File: src/rtl/led_pkg.sv
// ---------------------------------------------------------------------------
// led_pkg : shared mode/direction encodings and start-pattern helper
// Revision: 1.0
// ---------------------------------------------------------------------------
`default_nettype none

package led_pkg;

  localparam logic [1:0] MODE_ROT_L  = 2'd0;
  localparam logic [1:0] MODE_ROT_R  = 2'd1;
  localparam logic [1:0] MODE_BOUNCE = 2'd2;
  localparam logic [1:0] MODE_BAR    = 2'd3;

  localparam logic DIR_UP = 1'b0;
  localparam logic DIR_DN = 1'b1;

  // Widest LED vector start_pat can describe; callers cast down to their width.
  localparam int LED_MAX = 256;

  function automatic logic [LED_MAX-1:0] start_pat(input logic [1:0] mode, input int n);
    logic [LED_MAX-1:0] one;
    one    = '0;
    one[0] = 1'b1;
    case (mode)
      MODE_ROT_R: start_pat = one << (n - 1);
      MODE_BAR:   start_pat = '0;
      default:    start_pat = one;
    endcase
  endfunction

endpackage

`default_nettype wire

File: src/rtl/led_tick_div.sv
// ---------------------------------------------------------------------------
// led_tick_div : two-rate step prescaler with hold and synchronous clear
// Revision: 1.0
// ---------------------------------------------------------------------------
`default_nettype none

module led_tick_div #(
  parameter int DIV_FAST = 5000000,
  parameter int DIV_SLOW = 25000000
) (
  input  logic clk,
  input  logic rst,
  input  logic en,
  input  logic speed,
  input  logic clr,
  output logic tick
);

  localparam int CW = (DIV_SLOW > 1) ? $clog2(DIV_SLOW) : 1;
  localparam logic [CW-1:0] TERM_FAST = CW'(DIV_FAST - 1);
  localparam logic [CW-1:0] TERM_SLOW = CW'(DIV_SLOW - 1);

  logic [CW-1:0] cnt_q;
  logic [CW-1:0] cnt_d;
  logic [CW-1:0] term;

  always_comb begin
    term  = speed ? TERM_FAST : TERM_SLOW;
    tick  = 1'b0;
    cnt_d = cnt_q;
    if (clr) begin
      cnt_d = '0;
    end else if (en) begin
      if (cnt_q == term) begin
        tick  = 1'b1;
        cnt_d = '0;
      end else if (cnt_q < term) begin
        cnt_d = cnt_q + 1'b1;
      end else begin
        // Count overshot a freshly shortened period: restart without stepping.
        cnt_d = '0;
      end
    end
  end

  always_ff @(posedge clk or negedge rst) begin
    if (!rst) begin
      cnt_q <= '0;
    end else begin
      cnt_q <= cnt_d;
    end
  end

endmodule

`default_nettype wire

File: src/rtl/led_chaser_n.sv
// ---------------------------------------------------------------------------
// led_chaser_n : N-LED chaser with four patterns, run/hold and wrap pulse
// Revision: 1.0
// ---------------------------------------------------------------------------
`default_nettype none

module led_chaser_n
  import led_pkg::*;
#(
  parameter int N_LED    = 16,
  parameter int DIV_FAST = 5000000,
  parameter int DIV_SLOW = 25000000
) (
  input  logic             clk,
  input  logic             rst,
  input  logic             speed,
  input  logic             state_ctrl,
  input  logic [1:0]       mode,
  output logic [N_LED-1:0] led,
  output logic             clk_show,
  output logic             wrap
);

  generate
    if (N_LED < 2 || N_LED > LED_MAX || DIV_FAST < 1 || DIV_SLOW < DIV_FAST) begin : g_param_chk
      $error("led_chaser_n: illegal parameters N_LED=%0d DIV_FAST=%0d DIV_SLOW=%0d",
             N_LED, DIV_FAST, DIV_SLOW);
    end
  endgenerate

  logic [1:0]       mode_q;
  logic             dir_q;
  logic             dir_d;
  logic [N_LED-1:0] led_q;
  logic [N_LED-1:0] led_d;
  logic             clk_show_q;
  logic             wrap_q;
  logic             mode_chg;
  logic             tick;
  logic [N_LED-1:0] start_new;
  logic [N_LED-1:0] start_cur;

  assign mode_chg  = (mode != mode_q);
  assign start_new = N_LED'(start_pat(mode, N_LED));
  assign start_cur = N_LED'(start_pat(mode_q, N_LED));

  led_tick_div #(
    .DIV_FAST (DIV_FAST),
    .DIV_SLOW (DIV_SLOW)
  ) u_div (
    .clk   (clk),
    .rst   (rst),
    .en    (state_ctrl),
    .speed (speed),
    .clr   (mode_chg),
    .tick  (tick)
  );

  // Direction turns on the value being entered, so the end LED is shown once.
  always_comb begin
    led_d = led_q;
    dir_d = dir_q;
    case (mode_q)
      MODE_ROT_L: led_d = {led_q[N_LED-2:0], led_q[N_LED-1]};
      MODE_ROT_R: led_d = {led_q[0], led_q[N_LED-1:1]};
      MODE_BOUNCE: begin
        if (dir_q == DIR_UP) begin
          led_d = {led_q[N_LED-2:0], 1'b0};
          if (led_d[N_LED-1]) dir_d = DIR_DN;
        end else begin
          led_d = {1'b0, led_q[N_LED-1:1]};
          if (led_d[0]) dir_d = DIR_UP;
        end
      end
      default: begin
        if (dir_q == DIR_UP) begin
          led_d = {led_q[N_LED-2:0], 1'b1};
          if (&led_d) dir_d = DIR_DN;
        end else begin
          led_d = {1'b0, led_q[N_LED-1:1]};
          if (led_d == '0) dir_d = DIR_UP;
        end
      end
    endcase
  end

  always_ff @(posedge clk or negedge rst) begin
    if (!rst) begin
      mode_q     <= MODE_ROT_L;
      dir_q      <= DIR_UP;
      led_q      <= {{(N_LED-1){1'b0}}, 1'b1};
      clk_show_q <= 1'b0;
      wrap_q     <= 1'b0;
    end else begin
      wrap_q <= 1'b0;
      if (mode_chg) begin
        mode_q <= mode;
        dir_q  <= DIR_UP;
        led_q  <= start_new;
      end else if (tick) begin
        led_q      <= led_d;
        dir_q      <= dir_d;
        clk_show_q <= ~clk_show_q;
        wrap_q     <= (led_d == start_cur) && (dir_d == DIR_UP);
      end
    end
  end

  assign led      = led_q;
  assign clk_show = clk_show_q;
  assign wrap     = wrap_q;

endmodule

`default_nettype wire

File: config.mk
export PLATFORM = sky130hd
export DESIGN_NAME = led_chaser_n
export DESIGN_NICKNAME = d
export VERILOG_FILES = /design/src/rtl/led_pkg.sv /design/src/rtl/led_tick_div.sv /design/src/rtl/led_chaser_n.sv
export SDC_FILE = /design/constraint.sdc
export NUM_CORES = 1
export LEC_CHECK = 0
export BUFFER_PORTS_ARGS = -buffer_cell sky130_fd_sc_hd__buf_2
export CAP_MARGIN = 20
export CORE_ASPECT_RATIO = 1.25
export CORE_MARGIN = 8
export CORE_UTILIZATION = 39
export CTS_CLUSTER_SIZE = 20
export DETAILED_ROUTE_END_ITERATION = 10
export PLACE_DENSITY_LB_ADDON = 0.2
export SYNTH_ARGS = -nofsm -noshare
export SYNTH_HDL_FRONTEND = slang
export SYNTH_SLANG_ARGS = --single-unit
export TNS_END_PERCENT = 10
File: constraint.sdc
create_clock -name clk -period 3.1 [get_ports clk]
set_clock_uncertainty 0.15 [all_clocks]
set_input_delay 0.62 -clock clk [delete_from_list [all_inputs] [get_ports clk]]
set_output_delay 0.62 -clock clk [all_outputs]
set_load 0.05 [all_outputs]
[Word level (Yosys, flattened, before mapping)]
Cells that the tools add are included.
Word-level totals
  bits in registers: 46
  bits of input ports: 6
  output and inout port bits: 18
  logic and storage cells: 53
Operators by class
  $add $sub $neg: 1
  $lt $le $gt $ge: 1
  eq/ne operators: 8
  muxes and demuxes: 26
  bitwise operators: 3
  reductions and logical operators: 8
Operators by type and width (number)
  $mux W25: 5
  $mux W16: 4
  $pmux W16 S2: 2
  $pmux W16 S3: 1
  $add A25 B1 Y25 const B: 1
  $eq A25 B25 Y1: 1
  $lt A25 B25 Y1: 1
  $eq A16 B16 Y1: 1
  $logic_not A15 Y1: 1
  $reduce_and A15 Y1: 1
  $mux W1: 13
  $eq A2 B2 Y1 const B: 3
  $eq A2 B1 Y1 const B: 2
  $reduce_bool A2 Y1: 2
  $not A1 Y1: 3
  $logic_not A2 Y1: 1
  $ne A2 B2 Y1: 1
  $pmux W1 S2: 1
  $reduce_and A2 Y1: 1
  $reduce_or A2 Y1: 1
  $logic_and A1 B1 Y1: 1

[Longest topological paths before layout]
Gate-level depths: netlist (run 1).
  depth in word-level cells: 8
  gate-level depth with buffers: 9
  depth with buffers taken out: 8

[Hierarchy]
From an unflattened synthesis (run 1), not the netlist that was laid out.
Unflattened totals
  cells, all modules: 328
  area, all modules: 2940.3 µm²
Modules (own cells, without submodules)
  led_tick_div: times used 1, cells each 188, area an instance 1644.1 µm², sequential area each 625.6 µm²
  led_chaser_n: times used 1, cells each 140, area an instance 1296.2 µm², sequential area each 526.8 µm²

[Least setup slack after synthesis (run 1)]
No wires, ideal clock.
  path type: input to register
  start: in speed
  end: reg wrap_q, in the netlist wrap
  library setup time: 0.080 ns
  arrival: 2.305 ns
  required time: 2.870 ns
  slack: 0.564 ns
  stages: 7
  buffers on the path: 0
  cells stage by stage: ha_1 > and4b_1 > nand4_2 > nor3_4 > nand3_1 > or4_1 > nor3_2
On the way
  longest elaborated chain between the ends: 7
RTL lines
  from (decl): line led_chaser_n.sv:16  | input logic speed,
  $mux W25: line led_tick_div.sv:28  | term = speed ? TERM_FAST : TERM_SLOW;
  $eq A25 B25 Y1: line led_tick_div.sv:34  | if (cnt_q == term) begin
  $mux W1: line led_tick_div.sv:34
  $mux W1: line led_tick_div.sv:33  | end else if (en) begin
  $mux W1: line led_tick_div.sv:31  | if (clr) begin
  $mux W1: line led_chaser_n.sv:100  | end else if (tick) begin
  $mux W1: line led_chaser_n.sv:96  | if (mode_chg) begin
  to (signal assigned): line led_chaser_n.sv:104  | wrap_q <= (led_d == start_cur) && (dir_d == DIR_UP);
  to (decl): line led_chaser_n.sv:37  | logic wrap_q;
No other way between the ends.
A chain may end at the register's enable or synchronous reset.

[Worst setup path in the final report (run 1)]
  start: in speed
  end: reg u_div.cnt_q[13]
On the way
  longest elaborated chain between the ends: 6
  elaborated cells between the ends (all ways): 7
  classes of those cells: order compare: 1; eq/ne: 1; mux: 5
RTL lines
  $mux W25 *: line led_tick_div.sv:28
  $lt A25 B25 Y1: line led_tick_div.sv:37  | end else if (cnt_q < term) begin
  $mux W25: line led_tick_div.sv:37
  $mux W25 *: line led_tick_div.sv:34
  $mux W25 *: line led_tick_div.sv:33
  $mux W25 *: line led_tick_div.sv:31
  to (signal assigned): line led_tick_div.sv:50  | cnt_q <= cnt_d;
  to (decl): line led_tick_div.sv:23  | logic [CW-1:0] cnt_q;
Every way passes the cells marked *; elsewhere a longest branch is shown, timed or not. The select of a mux whose other input is x is not followed.

==> flow_summary.json, run 1 <==
{
  "outcome": "finished, final reports clean",
  "multi_input_area_um2": 1604,
  "nFillCells": 748,
  "hold_violations": 0,
  "met1_length_um": 3158,
  "drtPass1Iterations": 4,
  "grt-ovfl-total": 0,
  "clkLatencyLatePin_ns": 0.30,
  "grt_pass1_vias": 2555,
  "cp_max_fo": 16,
  "grt_use_total": 0.1445,
  "cp_cell_sequence": "buf_2 > ha_1 > and4b_1 > nor2b_1 > nor4b_2 > nand3_1 > buf_4 > or3_1 > nand3_1",
  "grt_max_degree": 38,
  "num_vias": 2515,
  "synth_commonest_cells": "dfrtp_1, nand3_1, nand2_1",
  "clk_pin_slew_ns": 0.09,
  "htree_levels": 2,
  "finalSetupViolCount": 0,
  "vdd_drop_max_uv": 225.9,
  "core_area_um2": 7269,
  "die_h_um": 111.9,
  "vias_per_cell": 5.822,
  "ys_warn_count": 0,
  "die-width_um": 92.68,
  "highest_layer": "met4",
  "slew_headroom": 0.6417,
  "regArea_um2": 1152,
  "p_per_area_nw_per_um2": 374.5,
  "critical_path.max_stage_delay_ns": 0.35,
  "worstSetupPathType": "in -> reg",
  "switching_share": 0.2595,
  "synth_area_um2": 2866,
  "wl_met2_um": 3467,
  "drt_first_iter_violations": 118,
  "crit_top_cell": "nand3_1",
  "avgSynthCellArea_um2": 8.986,
  "timing.final.ws_setup_ns": 0.4204,
  "dp_hpwl_um": 4990,
  "max_freq_mhz": 373.2,
  "synth-edff-count": 0,
  "ctsResizeCount": 0,
  "crit_slowest_cell": "or3_1",
  "layout.nets": 354,
  "final_cells": 432,
  "p_clk_frac": 0.382,
  "yosysMostFrequentCell": "dfrtp_1",
  "wl_met3_um": 349,
  "rows": 35,
  "postPlaceCellArea_um2": 3084,
  "period_needed_ns": 2.680,
  "cp-start-kind": "input pin",
  "cp.required_ns": 3.19,
  "critPathBufInv": 2,
  "power.leakage_nw": 1.385,
  "start_util": 0.3943,
  "synth.ff_latch_count": 46,
  "synthCells": 319,
  "post_cts_buffers": 0,
  "netlist-cell-type-count": 53,
  "cp_data_arrival_time_ns": 2.77,
  "combPwrFrac": 0.101,
  "area_growth_pct": 11.44,
  "synth_nets": 334,
  "diodes": 0,
  "grt_pass1_wl_um": 12480,
  "wirelength_um": 7078,
  "internal_power_mw": 0.8857,
  "drc": 0,
  "cts_buffers": 5,
  "fin_area_um2": 3194,
  "yosysTopAreaCellShare": 0.3928,
  "setup_tns_ns": 0,
  "critPathTopFamily": "simple AND/OR/NAND/NOR gates",
  "dp.cells": 424,
  "cts_root_buf": "clkbuf_8",
  "antenna_found_initial": 0,
  "post-place-ws_ns": 0.08689,
  "ant_nets": 0,
  "p_seq_frac": 0.517,
  "wl_per_cell_um": 16.38,
  "cts.sinks": 46,
  "ys.flop_type": "dfrtp_1",
  "ctsHoldBuffers": 0,
  "ys_seq_area_frac": 0.4020,
  "rsz0062_at_grt": "no",
  "io_buffers": 23,
  "switchingPower_mw": 0.3105,
  "fin_crit_sh": 0.8644,
  "ys_top_cells_by_area": "dfrtp_1, mux2i_1, nand3_1",
  "clockBufferDepth": 2,
  "dieArea_um2": 10370,
  "worst_slew_pin_slew_ns": 0.5375,
  "crit_path_end_kind": "register",
  "drive_gt1_frac": 0.1441,
  "place.gp.congestion": 0.8067,
  "async_flop_share": 1.000,
  "drv_cap": 0,
  "min_path_type": "in -> async",
  "synth_top_area_cell": "dfrtp_1",
  "report.final.slew_viol_count": 0,
  "cts_tree": "yes",
  "io_pins": 24
}
worst reg2reg max path, cell delays in order, from the launching register on:
cell,delay (ns)
dfrtp_1,0.42
ha_1,0.30
and4b_1,0.22
nor2b_1,0.15
nor4b_2,0.30
nand3_1,0.28
buf_4,0.29
or3_1,0.36
nand3_1,0.08
placed cells by master (no fill, tap or decap), types with 2 or more instances in the layout:
master / count
a21oi_1: 11
or3_1: 13
ha_1: 9
buf_2: 23
o21ai_0: 9
a21o_1: 3
o211ai_1: 4
and4_1: 3
o22ai_1: 2
nand2b_1: 2
nor3_1: 4
o311ai_1: 7
nor3_2: 2
nor2b_1: 3
and4b_1: 4
clkbuf_8: 5
xnor2_1: 3
nor4_1: 6
nand2_1: 29
nor2_1: 24
a22o_1: 2
and3_1: 2
or4_1: 3
nand3_1: 34
a211oi_1: 14
dfrtp_1: 45
nand4_1: 6
mux2i_1: 18
o21ai_1: 6
buf_4: 8
inv_1: 10
a41oi_1: 2
metal layers:
metal | up-vias | track usage
li1 | 1241 | -
met1 | 1208 | 0.1772
met2 | 58 | 0.2424
met3 | 8 | 0.03028
met4 | 0 | 0.05065
met5 | - | 0
cell families (layout without fill, tap and decap cells):
group,after synthesis,count (layout),synth area share
buffers and inverters,28,49,0.03841
XOR/XNOR,3,3,0.009168
multiplexers,19,19,0.06678
AO/OA/AOI/OAI,70,70,0.1694
adder cells (fa/ha/maj),9,9,0.03928
flip-flops,46,46,0.4020
AND/OR/NAND/NOR,144,144,0.2750
state kept, by name, indices dropped and copies added (netlist names):
name         flops
u_div.cnt_q     25
led             16
mode_q           2
clk_show         1
dir_q            1
wrap             1
metrics by stage:
stage          hold WS, ns    util  power (mW)
5_1_grt           0.009846  0.4394       1.251
3_3_place_gp        0.3106  0.4243      0.7519
6_report          0.007806  0.4394       1.196
2_1_floorplan       0.1744       -      0.7050
4_1_cts           0.003884  0.4394       1.218
3_5_place_dp        0.3120  0.4243      0.7530
path summary, 6_finish.rpt:
kind | slack (ns) | cells after the start | endpoint | from
max | 0.42 | 9 | u_div.cnt_q[13] | speed
min | 0.008 | 1 | led[10] | rst
max reg2reg | 0.48 | 8 | u_div.cnt_q[13] | u_div.cnt_q[24]
min reg2reg | 0.33 | 1 | clk_show | clk_show
max in group asynchronous | 2.01 | 2 | led[0] | rst
min in group clk | 0.32 | 1 | mode_q[1] | mode[1]
power groups by stage:
stage | sequential [mW] | combinational [mW] | clock (mW)
floorplan | 0.634 | 0.0714 | 0
global placement | 0.630 | 0.122 | 0
detailed placement | 0.630 | 0.123 | 0
CTS | 0.618 | 0.124 | 0.476
global route | 0.619 | 0.138 | 0.494
finish | 0.618 | 0.121 | 0.457
area by class of cell:
type / instances / area share
Clock inverter: 2 / 0.01175
Multi-Input combinational cell: 245 / 0.5022
Sequential cell: 46 / 0.3608
Clock buffer: 6 / 0.02272
Timing Repair Buffer: 31 / 0.05484
Inverter: 10 / 0.01175
Tap cell: 92 / 0.03604
(Power assumes the default switching activity.)
==> inputs of run 2 (changes only) <==
--- a/config.mk
+++ b/config.mk
@@ -12,6 +12,7 @@
 export CORE_UTILIZATION = 39
 export CTS_CLUSTER_SIZE = 20
 export DETAILED_ROUTE_END_ITERATION = 10
+export GPL_TIMING_DRIVEN = 0
 export PLACE_DENSITY_LB_ADDON = 0.2
 export SYNTH_ARGS = -nofsm -noshare
 export SYNTH_HDL_FRONTEND = slang
==> run 2 against run 1 <==
  * Flip-flop and latch count stayed put
  * Die area unchanged
  * Register-to-register slack got worse by 0.10 ns
  * Critical path type unchanged
  * Largest power group unchanged
  * Highest routed layer unchanged
==> flow_summary.json, run 2 (synthesis results as in run 1) <==
{
  "outcome": "finished, final reports clean",
  "worst_slew_pin_slew_ns": 0.6110,
  "fin_util": 0.4401,
  "cts_buffers": 5,
  "reg2reg_depth": 8,
  "slew_headroom": 0.5892,
  "die_h_um": 111.9,
  "cp_max_fo": 10,
  "start_util": 0.3943,
  "fin_area_um2": 3199,
  "timing.final.ws_setup_ns": 0.3028,
  "io_pins": 24,
  "cp.required_ns": 3.14,
  "rsz0062_at_grt": "no",
  "ant_nets": 0,
  "fin_hold_ws_ns": 0.1230,
  "mostFrequentLayoutCells": "dfrtp_1, nand3_1, nand2_1",
  "layout_commonest_cell": "dfrtp_1",
  "min_path_type": "in -> async",
  "grt_pass1_wl_um": 12950,
  "grt_pass1_vias": 2626,
  "cp-start-kind": "input pin",
  "ctsHoldBuffers": 0,
  "crit_slowest_cell": "clkbuf_1",
  "core_area_um2": 7269,
  "clkLatencyLatePin_ns": 0.30,
  "drtPass1Iterations": 4,
  "power.leakage_nw": 1.381,
  "wirelength_um": 7387,
  "finalPower_mw": 1.104,
  "area_growth_pct": 11.61,
  "layout.nets": 365,
  "period_needed_ns": 2.797,
  "max_freq_mhz": 357.5,
  "worstSetupPathType": "in -> reg",
  "top_register": "u_div.cnt_q",
  "num_vias": 2600,
  "io_buffers": 23,
  "dieArea_um2": 10370,
  "postPlaceCellArea_um2": 3097,
  "antenna_found_initial": 0,
  "wl_per_cell_um": 16.67,
  "vdd_drop_max_uv": 157.6,
  "drive_gt1_frac": 0.1311,
  "grt_use_total": 0.1516,
  "dp_hpwl_um": 5238,
  "crit_path_end_kind": "register",
  "post-place-ws_ns": -0.03527,
  "critical_path.max_stage_delay_ns": 0.44,
  "cp_data_arrival_time_ns": 2.83,
  "diodes": 0,
  "report.final.slew_viol_count": 0,
  "vias_per_cell": 5.869,
  "cts_root_buf": "clkbuf_8",
  "fin_crit_sh": 0.9023,
  "cts.sinks": 46,
  "die-width_um": 92.68,
  "post_cts_buffers": 0,
  "cp_cell_sequence": "buf_2 > inv_1 > ha_1 > and4b_1 > nand4_2 > a311o_1 > nand3_1 > clkbuf_1 > nor2_1 > a221o_1",
  "timing.rr.start": "u_div.cnt_q[16]",
  "largest_register_ffs": 25,
  "hold_violations": 0,
  "grt-ovfl-total": 0,
  "p_per_area_nw_per_um2": 345.2,
  "ctsResizeCount": 0,
  "cts_tree": "yes",
  "clockBufferDepth": 2,
  "drc": 0,
  "place.gp.congestion": 0.8481,
  "rows": 35,
  "htree_levels": 2,
  "drv_cap": 0,
  "clk_pin_slew_ns": 0.09,
  "finalSetupViolCount": 0,
  "grt_max_degree": 47,
  "drt_first_iter_violations": 99,
  "r2r-end": "u_div.cnt_q[21]",
  "reg2reg_slack_ns": 0.38
}
run 2: cell types whose count changed in the layout (fill, tap and decap cells not counted):
cell	change
buf_1	+1
buf_12	+1
buf_2	+4
buf_4	-8
bufinv_16	-1
clkbuf_1	+13
clkinv_2	+2
clkinvlp_4	-1
run 2: per-layer routing:
| metal | GRT usage | vias to the layer above | share of wire |
|---|---|---|---|
| met5 | 0 | - | 0 |
| met2 | 0.2615 | 56 | 0.50 |
| li1 | - | 1271 | - |
| met3 | 0.03297 | 8 | 0.052 |
| met1 | 0.1766 | 1265 | 0.44 |
| met4 | 0.05927 | 0 | 0.017 |
run 2: critical path: cells and delay by family:
family / cells / cell delay, ns
fa+ha+maj: 1 / 0.28
simple gates: 4 / 0.65
buf+inv: 3 / 0.71
compound gates: 2 / 0.59
run 2: power by group:
part,leakage (nW),internal [mW],switching [mW]
clock,0.0450,0.157,0.205
combinational,0.703,0.0389,0.0892
sequential,0.633,0.606,0.00867
total,1.38,0.802,0.303
run 2: layout make-up:
class	instances	area [um^2]
timing repair buffer	24	135.1
clock buffer	6	72.57
inverter	10	37.54
fill	753	4070
tap	92	115.1
sequential	46	1152
clock inverter	2	10.01
buffer	18	72.57
multi-input combinational	245	1604
run 2: stage by stage:
stage,setup TNS (ns),std cells
final,0,443
after global routing,0,443
after CTS,0,442
after detailed placement,-0.03527,434
after global placement,-0.04643,434
after floorplan,0,319
run 2: worst max path at each step:
stage	startpoint	endpoint	slack, ns	cells after the start
5_1_grt	mode_q[0]	u_div.cnt_q[12]	0.13	7
3_3_place_gp	speed	u_div.cnt_q[21]	-0.05	10
6_report	speed	u_div.cnt_q[21]	0.30	10
4_1_cts	speed	u_div.cnt_q[21]	0.28	10
3_5_place_dp	speed	u_div.cnt_q[21]	-0.04	10
2_1_floorplan	speed	wrap	0.56	7
